`config.mk`:
```
export PLATFORM = sky130hd
export DESIGN_NAME = stream_in_packer_flat
export DESIGN_NICKNAME = d
export VERILOG_FILES = /design/src/rtl/stream_in_packer_if.sv /design/src/rtl/stream_in_packer.sv /design/src/flat_wrapper.sv
export SDC_FILE = /design/constraint.sdc
export NUM_CORES = 1
export LEC_CHECK = 0
export ABC_AREA = 0
export BUFFER_PORTS_ARGS = -buffer_cell sky130_fd_sc_hd__buf_2
export CAP_MARGIN = 5
export CORE_UTILIZATION = 56
export CTS_BUF_LIST = sky130_fd_sc_hd__clkbuf_16
export DETAILED_ROUTE_END_ITERATION = 12
export HOLD_SLACK_MARGIN = 0.06
export PLACE_DENSITY = 0.77
export SLEW_MARGIN = 20
export SYNTH_ARGS = -nofsm -noshare
export SYNTH_HDL_FRONTEND = slang
export SYNTH_SLANG_ARGS = --single-unit
```
`constraint.sdc`:
```
create_clock -name clk -period 17.6 [get_ports clk]
set_clock_uncertainty 0.05 [all_clocks]
set_input_delay 3.52 -clock clk [delete_from_list [all_inputs] [get_ports clk]]
set_output_delay 3.52 -clock clk [all_outputs]
set_load 0.01 [all_outputs]
```
`src/rtl/stream_in_packer_if.sv`:
```
// Input word stream bundle: 32-bit words tagged with a block type and last flag.
// The packer consumes it as slave; the upstream source (or bench) drives it as master.
// s_ready is owned by the slave side.
interface stream_in_packer_if;
  logic        s_valid;
  logic        s_ready;
  logic [31:0] s_data;
  logic [1:0]  s_type;
  logic        s_last;

  modport master (output s_valid, output s_data, output s_type, output s_last, input  s_ready);
  modport slave  (input  s_valid, input  s_data, input  s_type, input  s_last, output s_ready);
endinterface

```
`src/rtl/stream_in_packer.sv`:
```
// Packs four 32-bit words into a typed 128-bit block; KEY -> key expansion, IV/ENC/DEC -> core.
// Latency: completing word accepted at edge N gives vout/key_valid during cycle N+1.
// Backpressure: s_ready drops only while an ENC/DEC block waits in HOLD for crypto_ready.
module stream_in_packer #(
  parameter int DROP_CNT_W = 8,
  parameter bit MSW_FIRST  = 1'b1
) (
  input  logic                  clk,
  input  logic                  rst,
  stream_in_packer_if.slave     s,
  input  logic                  crypto_ready,
  output logic                  vout,
  output logic [1:0]            tout,
  output logic [127:0]          dout,
  output logic                  key_valid,
  output logic [127:0]          key_out,
  output logic                  err_frame,
  output logic [DROP_CNT_W-1:0] drop_cnt
);

  typedef enum logic {ST_FILL = 1'b0, ST_HOLD = 1'b1} state_t;

  localparam logic [1:0] T_KEY = 2'b10;
  localparam logic [1:0] T_IV  = 2'b11;

  state_t       state_q;
  logic [1:0]   wc_q;
  logic [1:0]   type_q;
  logic [127:0] buf_q;

  logic         accept;
  logic         frame_err;
  logic [6:0]   slot_lsb;
  logic [127:0] blk_d;

  // Ready comes from registered state only, so no path from s_valid.
  assign s.s_ready = (state_q == ST_FILL);

  assign accept = s.s_valid & (state_q == ST_FILL);

  // Slot of the current word: first word at the top when MSW_FIRST, else at the bottom.
  assign slot_lsb = {(MSW_FIRST ? ~wc_q : wc_q), 5'b00000};

  // Framing check and block-with-current-word-inserted view.
  always_comb begin
    frame_err = (s.s_last && (wc_q != 2'd3)) ||
                (!s.s_last && (wc_q == 2'd3)) ||
                ((wc_q != 2'd0) && (s.s_type != type_q));
    blk_d = buf_q;
    blk_d[slot_lsb +: 32] = s.s_data;
  end

  // Fill/hold control with registered outputs, error flag and drop counter.
  always_ff @(posedge clk or posedge rst) begin
    if (rst) begin
      state_q   <= ST_FILL;
      wc_q      <= 2'd0;
      type_q    <= 2'd0;
      buf_q     <= '0;
      vout      <= 1'b0;
      tout      <= 2'd0;
      dout      <= '0;
      key_valid <= 1'b0;
      key_out   <= '0;
      err_frame <= 1'b0;
      drop_cnt  <= '0;
    end else begin
      vout      <= 1'b0;
      key_valid <= 1'b0;
      case (state_q)
        ST_FILL: begin
          if (accept) begin
            if (frame_err) begin
              // Discard partial block including the offending word.
              wc_q      <= 2'd0;
              err_frame <= 1'b1;
              if (drop_cnt != '1) drop_cnt <= drop_cnt + 1'b1;
            end else if (wc_q == 2'd3) begin
              wc_q <= 2'd0;
              if (type_q == T_KEY) begin
                key_out   <= blk_d;
                key_valid <= 1'b1;
              end else if (type_q == T_IV || crypto_ready) begin
                dout <= blk_d;
                tout <= type_q;
                vout <= 1'b1;
              end else begin
                // Core not keyed yet: park the ENC/DEC block.
                buf_q   <= blk_d;
                state_q <= ST_HOLD;
              end
            end else begin
              buf_q <= blk_d;
              wc_q  <= wc_q + 2'd1;
              if (wc_q == 2'd0) type_q <= s.s_type;
            end
          end
        end
        ST_HOLD: begin
          if (crypto_ready) begin
            dout    <= buf_q;
            tout    <= type_q;
            vout    <= 1'b1;
            state_q <= ST_FILL;
          end
        end
        default: state_q <= ST_FILL;
      endcase
    end
  end

endmodule
```
`src/flat_wrapper.sv`:
```
// flat-port wrapper written by rule: the top's interface ports become plain ports
module stream_in_packer_flat 
#(
  parameter int DROP_CNT_W = 8,
  parameter bit MSW_FIRST  = 1'b1
)
  (clk, rst, crypto_ready, vout, tout, dout, key_valid, key_out, err_frame, drop_cnt, s_s_valid, s_s_data, s_s_type, s_s_last, s_s_ready);
  stream_in_packer_if s_i ();
  input  logic clk;
  input  logic rst;
  input  logic crypto_ready;
  output logic vout;
  output logic [1:0] tout;
  output logic [127:0] dout;
  output logic key_valid;
  output logic [127:0] key_out;
  output logic err_frame;
  output logic [DROP_CNT_W-1:0] drop_cnt;
  input wire logic [$bits(s_i.s_valid)-1:0] s_s_valid;
  input wire logic [$bits(s_i.s_data)-1:0] s_s_data;
  input wire logic [$bits(s_i.s_type)-1:0] s_s_type;
  input wire logic [$bits(s_i.s_last)-1:0] s_s_last;
  output wire logic [$bits(s_i.s_ready)-1:0] s_s_ready;
  assign s_i.s_valid = s_s_valid;
  assign s_i.s_data = s_s_data;
  assign s_i.s_type = s_s_type;
  assign s_i.s_last = s_s_last;
  assign s_s_ready = s_i.s_ready;
  stream_in_packer #(.DROP_CNT_W(DROP_CNT_W), .MSW_FIRST(MSW_FIRST)) u_core (.clk(clk), .rst(rst), .s(s_i), .crypto_ready(crypto_ready), .vout(vout), .tout(tout), .dout(dout), .key_valid(key_valid), .key_out(key_out), .err_frame(err_frame), .drop_cnt(drop_cnt));
endmodule
```
Yosys cells after proc, flatten, opt, wreduce, memory -nomap -nowiden
Index checks and enable logic that the tools add are counted.

word-level totals
  word-level logic and storage cells = 90
  register bits after elaboration = 402
  output and inout bits = 270
  input bits = 39

operators by class
  mux-type cells = 39
  bitwise operators = 5
  add/sub/neg operators = 3
  shifts and indexed selects = 2
  reduce and logical (&&, ||, !) cells = 16
  equal/unequal tests = 14

operator list
  operator                                                                   number
  128-bit 2-to-1 mux                                                         9
  128-bit one-hot mux with 2 select lines                                    1
  128-bit bitwise mux                                                        1
  32-bit by 9-bit variable shift with 128-bit output (first input constant)  1
  32-bit by 9-bit indexed part select with 128-bit output                    1
  1-bit 2-to-1 mux                                                           17
  2-bit 2-to-1 mux                                                           8
  5-bit AND reduction                                                        3
  2-bit != test (second input constant)                                      6
  7-bit negator with 9-bit output                                            1
  8-bit by 1-bit adder with 8-bit output (second input constant)             1
  8-bit != test (second input constant)                                      1
  2-bit equality test (second input constant)                                3
  2-bit by 1-bit != test with 1-bit output (second input constant)           3
  6-bit AND reduction                                                        1
  1-bit one-hot mux with 2 select lines                                      2
  2-bit one-hot mux with 2 select lines                                      1
  4-bit AND reduction                                                        1
  1-bit logical AND                                                          3
  1-bit logical OR                                                           3
  1-bit inverter                                                             3
  3-bit AND reduction                                                        1
  2-bit by 1-bit adder with 2-bit output (second input constant)             1
  2-bit zero test                                                            1
  other kinds (6)                                                            6

Longest topological paths before layout
Gate-level depths: netlist (run 1).

  depth after elaboration = 10
  gate-level depth with buffers = 8
  gate-level depth less buffers = 6

Worst setup path after synthesis (run 1)
Ideal clock, no wire load.

  path kind = input-to-reg
  from = input s_s_last
  to = register u_core.dout[0]
  setup slack = 12.403 ns
  data required time = 17.423 ns
  buffers on the path = 2
  stages on the path = 6
  arrival time = 5.019 ns
  library setup time = 0.127 ns
  cells stage by stage = xnor2_2 > nand2_1 > o41ai_4 > buf_4 > buf_6 > mux2_1

on the way
  longest elaborated chain between the ends = 6
  elaborated cells between the ends (all ways) = 7
  those cells by class = eq/ne (1); reduce/logical (6)

ends and longest elaborated chain
  item                                    RTL line                 RTL
  from (decl)                             flat_wrapper.sv:22       input wire logic [$bits(s_i.s_last)-1:0] s_s_last;
  1-bit zero test                         stream_in_packer.sv:47   (!s.s_last && (wc_q == 2'd3)) ||
  1-bit logical AND                       stream_in_packer.sv:47
  1-bit logical OR *                      stream_in_packer.sv:46   frame_err = (s.s_last && (wc_q != 2'd3)) ||
  1-bit logical OR *                      stream_in_packer.sv:47
  2-bit != test (no source line) *        --
  6-bit AND reduction (no source line) *  --
  to (signal assigned)                    stream_in_packer.sv:84   dout <= blk_d;
  to (signal assigned)                    stream_in_packer.sv:101  dout <= buf_q;
  to (decl)                               stream_in_packer.sv:14   output logic [127:0] dout,

Mark *: on every way between the ends. The rest lies on a longest branch, timed or not.
A chain may end at the register's enable or synchronous reset.

Final worst setup path (run 1)
  from = input s_s_type[0]
  to = register u_core.key_out[57]

on the way
  longest elaborated chain between the ends = 5

ends and longest elaborated chain
  item                                  RTL line                RTL
  from (decl)                           flat_wrapper.sv:21      input wire logic [$bits(s_i.s_type)-1:0] s_s_type;
  2-bit != test                         stream_in_packer.sv:48  ((wc_q != 2'd0) && (s.s_type != type_q));
  1-bit logical AND                     stream_in_packer.sv:48
  1-bit logical OR                      stream_in_packer.sv:47
  1-bit inverter (no source line)       --
  5-bit AND reduction (no source line)  --
  to (signal assigned)                  stream_in_packer.sv:81  key_out <= blk_d;
  to (decl)                             stream_in_packer.sv:16  output logic [127:0] key_out,

No other way between the ends.

==> metrics.cfg, run 1 <==
[status]
status = completed

[worst_setup_path]
crit_path_end_kind = flop
cpPeakStageDelay_ns = 0.63
cp_common_cell = buf_4
start_kind = input pin
crit_buf_inv = 3
cp.arrival_ns = 5.98
critPathTopFamily = buffers and inverters
cp.required_ns = 17.96
worstPathCellList = buf_2, xnor2_1, a21oi_2, nor4_2, buf_4, buf_4, mux2_2
crit_path_max_fanout = 46
critPathSlowestCell = buf_4
critical_path_class = input pin to flop

[grt]
grt_pass1_vias = 13500
antenna_found_initial = 0
grt_pass1_wl_um = 76000
overflow = 0
track_usage_pct = 29.5
grt_max_degree = 170

[power]
leakagePower_nw = 10.7
vdd.ir_drop.worst_mv = 0.0856
powerDensity_nw_per_um2 = 137
netSwitchingFraction_pct = 34.3
combPwrFrac_pct = 28.1
power.total_mw = 2.90
power_frac_clock_pct = 30.3
p_int_mw = 1.91
seq_power_share_pct = 41.6
power_switching_mw = 0.994

[cts]
postCtsResizedCells = 0
cts_buffers = 43
cts_tree = yes
cts_setup_buffers = 0
clkTransAtPathRegs_ns = 0.06
clockBufferDepth = 3
clock-root-buffer = clkbuf_16
clock_latency_ns = 0.54
htree_levels = 2
cts_hold_buffers = 0
cts_sinks = 402

[floorplan]
rows = 65
die_y_um = 181
start_util_pct = 57.0
ioPinCount = 309
core_area_um2 = 31600
die-area_um2 = 32900
die_x_um = 181

[sta]
fin_tns_setup_ns = 0
min_period_ns = 5.62
setup_viol = 0
fmax_ghz = 0.178
tightest_slew_ns = 1.03
slew_violations = 0
slew_headroom_pct = 31.4
fin_crit_sh_pct = 31.9
hold_viol = 0
holdWs_ns = 0.428
rsz0062_at_grt = no

[synthesis]
synthCells = 1562
synth_area_um2 = 18000
synth_area_per_cell_um2 = 11.5
synth_async_sr_flop_share_pct = 100
synth_warnings = 0
syn-num-nets = 1607
ys_seq_elements = 402
synth-edff-count = 0
yosys.cell_types.count = 49
ys_seq_area_share_pct = 55.9
synth_ff_type = dfrtp_1

[route]
drtIter0Drc = 1412
postRouteAntennaNets = 0
num_vias = 13800
vias_per_cell = 6.10
drc = 0
wirelength_um = 48800
drtPass1Iterations = 6
wire_per_inst_um = 21.6

[placed_design]
dp.final_hpwl_um = 31200
globalplace.congestion = 0.918
port_buffers = 308
postPlaceCellArea_um2 = 19700

[finish]
finalInstanceArea_um2 = 21100
fill_cells = 2370
layout_commonest_cell = dfrtp_1
area_delta_synth_final_pct = 17.3
nets = 1867
most-common-layout-cells = dfrtp_1 (401), buf_2 (308), nand2_1 (227)
final_core_util_pct = 66.9
diodes = 0
layout-drive-gt1-share_pct = 31.5

[min_path]
hp-class = flop to flop

[job]
drv_cap = 0

## power by group through the flow
stage	Combinational, mW	Clock (mW)	Sequential [mW]
floorplan	0.500	0	1.23
global placement	0.782	0	1.21
detailed placement	0.808	0	1.22
CTS	0.815	0.889	1.20
global route	0.895	0.925	1.23
finish	0.817	0.878	1.21
## layer usage
| metal | routed length, µm | GRT usage [%] | part of all wire, % |
|---|---|---|---|
| met5 | 0 | 0 | 0 |
| met4 | 1430 | 10.6 | 2.9 |
| met3 | 3720 | 4.86 | 7.6 |
| met2 | 22800 | 45.7 | 47 |
| met1 | 20800 | 42.3 | 43 |
## path summary, 6_finish.rpt
check / startpoint / cells after the start / slack, ns / end
hold / removal: u_core.dout[99] / 1 / 0.43 / u_core.dout[99]
hold reg to reg: u_core.dout[99] / 1 / 0.43 / u_core.dout[99]
setup reg to reg: u_core.wc_q[0] / 7 / 13.72 / u_core.dout[89]
min in group asynchronous: rst / 2 / 3.08 / u_core.dout[103]
max in group asynchronous: rst / 3 / 12.97 / u_core.key_out[24]
setup / recovery: s_s_type[0] / 7 / 11.98 / u_core.key_out[57]
## state kept, by name, summed over array words and instances (netlist names), 2 cells and up
signal,flops
u_core.drop_cnt,8
u_core.type_q,2
u_core.wc_q,2
u_core.buf_q,128
u_core.key_out,128
u_core.dout,128
u_core.tout,2
## area by class of cell
type                            count  area, µm²  share of cell area, %
Inverter                          103        394                   1.87
Multi-Input combinational cell    937       7030                   33.3
Sequential cell                   402      10100                   47.7
Timing Repair Buffer              335       1770                   8.38
Clock buffer                       45       1130                   5.33
Clock inverter                     31        234                   1.11
Tap cell                          402        503                   2.38
## synth_stat cells (all sizes together) (3+ instances only)
cell | n | share of area (%)
o21ai | 220 | 6.1
a211oi | 3 | 0.13
xnor2 | 4 | 0.28
a32o | 66 | 3.7
nor2 | 4 | 0.083
a2111oi | 3 | 0.15
nand2 | 227 | 4.7
inv | 102 | 2.1
buf | 38 | 1.5
xor2 | 4 | 0.19
mux2 | 266 | 17
clkbuf | 82 | 1.7
o2bb2ai | 63 | 3.1
ha | 6 | 0.42
nand3 | 7 | 0.19
nand2b | 5 | 0.17
a21oi | 3 | 0.10
dfrtp | 402 | 56
a22o | 32 | 1.6
## stage by stage
| stage | setup slack (ns) | std cells |
|---|---|---|
| 2_1_floorplan | 2.85 | 1562 |
| 3_3_place_gp | 11.55 | 2178 |
| 3_5_place_dp | 11.47 | 2178 |
| 4_1_cts | 12.03 | 2254 |
| 5_1_grt | 11.87 | 2255 |
| 6_report | 11.98 | 2255 |
## logic make-up after synthesis
group | Yosys count | synth area share, %
flip-flops | 402 | 55.9
AO/OA/AOI/OAI | 398 | 15.3
multiplexers | 267 | 16.7
AND/OR/NAND/NOR | 258 | 5.90
buffers and inverters | 223 | 5.35
XOR/XNOR | 8 | 0.473
adder cells (fa/ha/maj) | 6 | 0.417
Power figures use the tool's default switching activity.
==> run 2, diff against run 1 <==
- CORE_UTILIZATION: 56 -> 51
- PLACE_DENSITY: 0.77 -> 0.73
- clock period: 17.6 -> 4.7 ns (I/O delays scaled with it)
==> run 2 against run 1 <==
Effect of this change: wire length rose by 0.60%; register-to-register slack got worse by 12 ns; critical endpoint is now u_core.dout[57]; design area grew 0.82%; sequential share of layout area is 0.39 points lower; first-iteration DRC count is 27% lower; total power rose to 3.7 times the previous value; die area up 9.7%; flip-flop and latch count is the same; largest cell class unchanged.
==> metrics.cfg, run 2 (synthesis gave the netlist of run 1 again) <==
[finish]
finalInstanceArea_um2 = 21300  ; +0.82%
final_core_util_pct = 61.5  ; -5.4 points
diodes = 0  ; unchanged
fill_cells = 2826  ; +19%
layout-drive-gt1-share_pct = 31.8  ; +0.29 points
most-common-layout-cells = dfrtp_1 (401), buf_2 (308), nand2_1 (227)
area_delta_synth_final_pct = 18.3
nets = 1873  ; +0.32%
top_regs = u_core.buf_q (128), u_core.dout (128), u_core.key_out (128)
layout_commonest_cell = dfrtp_1

[route]
num_vias = 13700  ; -0.52%
drtIter0Drc = 1036  ; -27%
wire_per_inst_um = 21.2  ; -2.1%
vias_per_cell = 5.91  ; -3.1%
drtPass1Iterations = 5  ; -1
wirelength_um = 49100  ; +0.60%
postRouteAntennaNets = 0  ; unchanged
drc = 0  ; unchanged

[placed_design]
globalplace.congestion = 0.846  ; -7.8%
port_buffers = 308  ; unchanged
postPlaceCellArea_um2 = 20000  ; +1.1%
dp.final_hpwl_um = 32500  ; +4.2%

[worst_setup_path]
cp.arrival_ns = 3.68  ; -2.30 ns
cp.required_ns = 5.07  ; -12.89 ns
start_kind = flop
critical_path_class = flop to flop
cp-startpoint = u_core.wc_q[0]
crit_path_end_kind = flop
crit_path_max_fanout = 48  ; +4.3%
r2r_start = u_core.wc_q[0]

[cts]
cts_sinks = 402  ; unchanged
clock_latency_ns = 0.54  ; about the same
cts_buffers = 42  ; -2.3%
postCtsResizedCells = 0  ; unchanged
cts_hold_buffers = 0  ; unchanged
cts_setup_buffers = 0  ; unchanged
htree_levels = 2  ; unchanged
clkTransAtPathRegs_ns = 0.06  ; about the same
cts_tree = yes
clock-root-buffer = clkbuf_16
clockBufferDepth = 3  ; unchanged

[grt]
track_usage_pct = 27.4  ; -2.1 points
grt_pass1_wl_um = 77400  ; +1.9%
grt_max_degree = 98  ; -42%
grt_pass1_vias = 13600  ; +1.0%
overflow = 0  ; unchanged
antenna_found_initial = 0  ; unchanged

[floorplan]
rows = 68  ; +4.6%
ioPinCount = 309  ; unchanged
die_x_um = 190  ; +4.7%
core_area_um2 = 34600  ; +9.7%
die_y_um = 190  ; +4.7%
start_util_pct = 52.0  ; -5.1 points
die-area_um2 = 36000  ; +9.7%

[sta]
tightest_slew_ns = 1.02  ; -0.00929 ns
fmax_ghz = 0.302
rsz0062_at_grt = no
hold_viol = 0  ; unchanged
slew_headroom_pct = 31.8  ; +0.39 points
slew_violations = 0  ; unchanged
min_period_ns = 3.31
setup_viol = 0  ; unchanged
fin_crit_sh_pct = 70.5

[power]
vdd.ir_drop.worst_mv = 0.356  ; +320%
leakagePower_nw = 10.8  ; +0.40%
p_int_mw = 7.05  ; +270%
power_switching_mw = 3.74  ; +280%
power.total_mw = 10.8  ; +270%
netSwitchingFraction_pct = 34.6  ; +0.37 points
seq_power_share_pct = 42.1  ; +0.5 points
combPwrFrac_pct = 28.5  ; +0.4 points
powerDensity_nw_per_um2 = 507  ; +270%
power_frac_clock_pct = 29.5  ; -0.8 points

[job]
drv_cap = 0  ; unchanged

[status]
status = completed

[min_path]
min_from = u_core.err_frame
hp-class = flop to flop

[run 2: metal layers]
layer  up-vias  global-route usage, %  routed length [µm]
met5         -                      0                   0
met4         0                   9.52                1460
met3        94                   4.70                3490
met2       554                   41.9               22700
met1      6975                   39.5               21400
li1       6061                      -                   -
[run 2: layout make-up]
class	instances	area (µm²)	share of cell area, %
Multi-Input combinational cell	937	7030	33.0
Sequential cell	402	10100	47.3
Timing Repair Buffer	342	1930	9.06
Clock buffer	45	1130	5.29
Tap cell	455	569	2.67
Clock inverter	32	185	0.870
Inverter	103	390	1.83
[run 2: worst max-delay path, stage by stage, from the launching register on]
cell,delay (ns)
dfrtp_1,0.54
ha_2,0.31
xnor2_2,0.41
nand2_1,0.19
o41ai_4,0.92
buf_12,0.37
mux2_2,0.37
[run 2: stage by stage]
| stage | TNS (ns) | setup slack [ns] | hold slack (ns) | std cells |
|---|---|---|---|---|
| after detailed placement | 0 | 1.21 | 0.399 | 2238 |
| after global routing | 0 | 1.23 | 0.416 | 2316 |
| final | 0 | 1.39 | 0.412 | 2316 |
| after floorplan | -684.90 | -1.70 | 0.421 | 1562 |
| after CTS | 0 | 1.34 | 0.414 | 2315 |
| after global placement | 0 | 1.21 | 0.393 | 2238 |
[run 2: path summary, 6_finish.rpt]
kind                                     end  depth (start not counted)  slack, ns
max reg2reg                  u_core.dout[57]                          6       1.39
min                         u_core.err_frame                          1       0.41
max                          u_core.dout[57]                          6       1.39
min in group asynchronous  u_core.buf_q[103]                          2       0.49
min reg2reg                 u_core.err_frame                          1       0.41
max in group asynchronous    u_core.dout[85]                          3       3.00
[run 2: power by group through the flow]
| stage | sequential [mW] | clock [mW] | combinational (mW) |
|---|---|---|---|
| after floorplan | 4.60 | 0 | 1.87 |
| after global placement | 4.55 | 0 | 2.97 |
| after detailed placement | 4.59 | 0 | 3.05 |
| after CTS | 4.53 | 3.23 | 3.07 |
| after global routing | 4.61 | 3.37 | 3.41 |
| final | 4.54 | 3.18 | 3.07 |
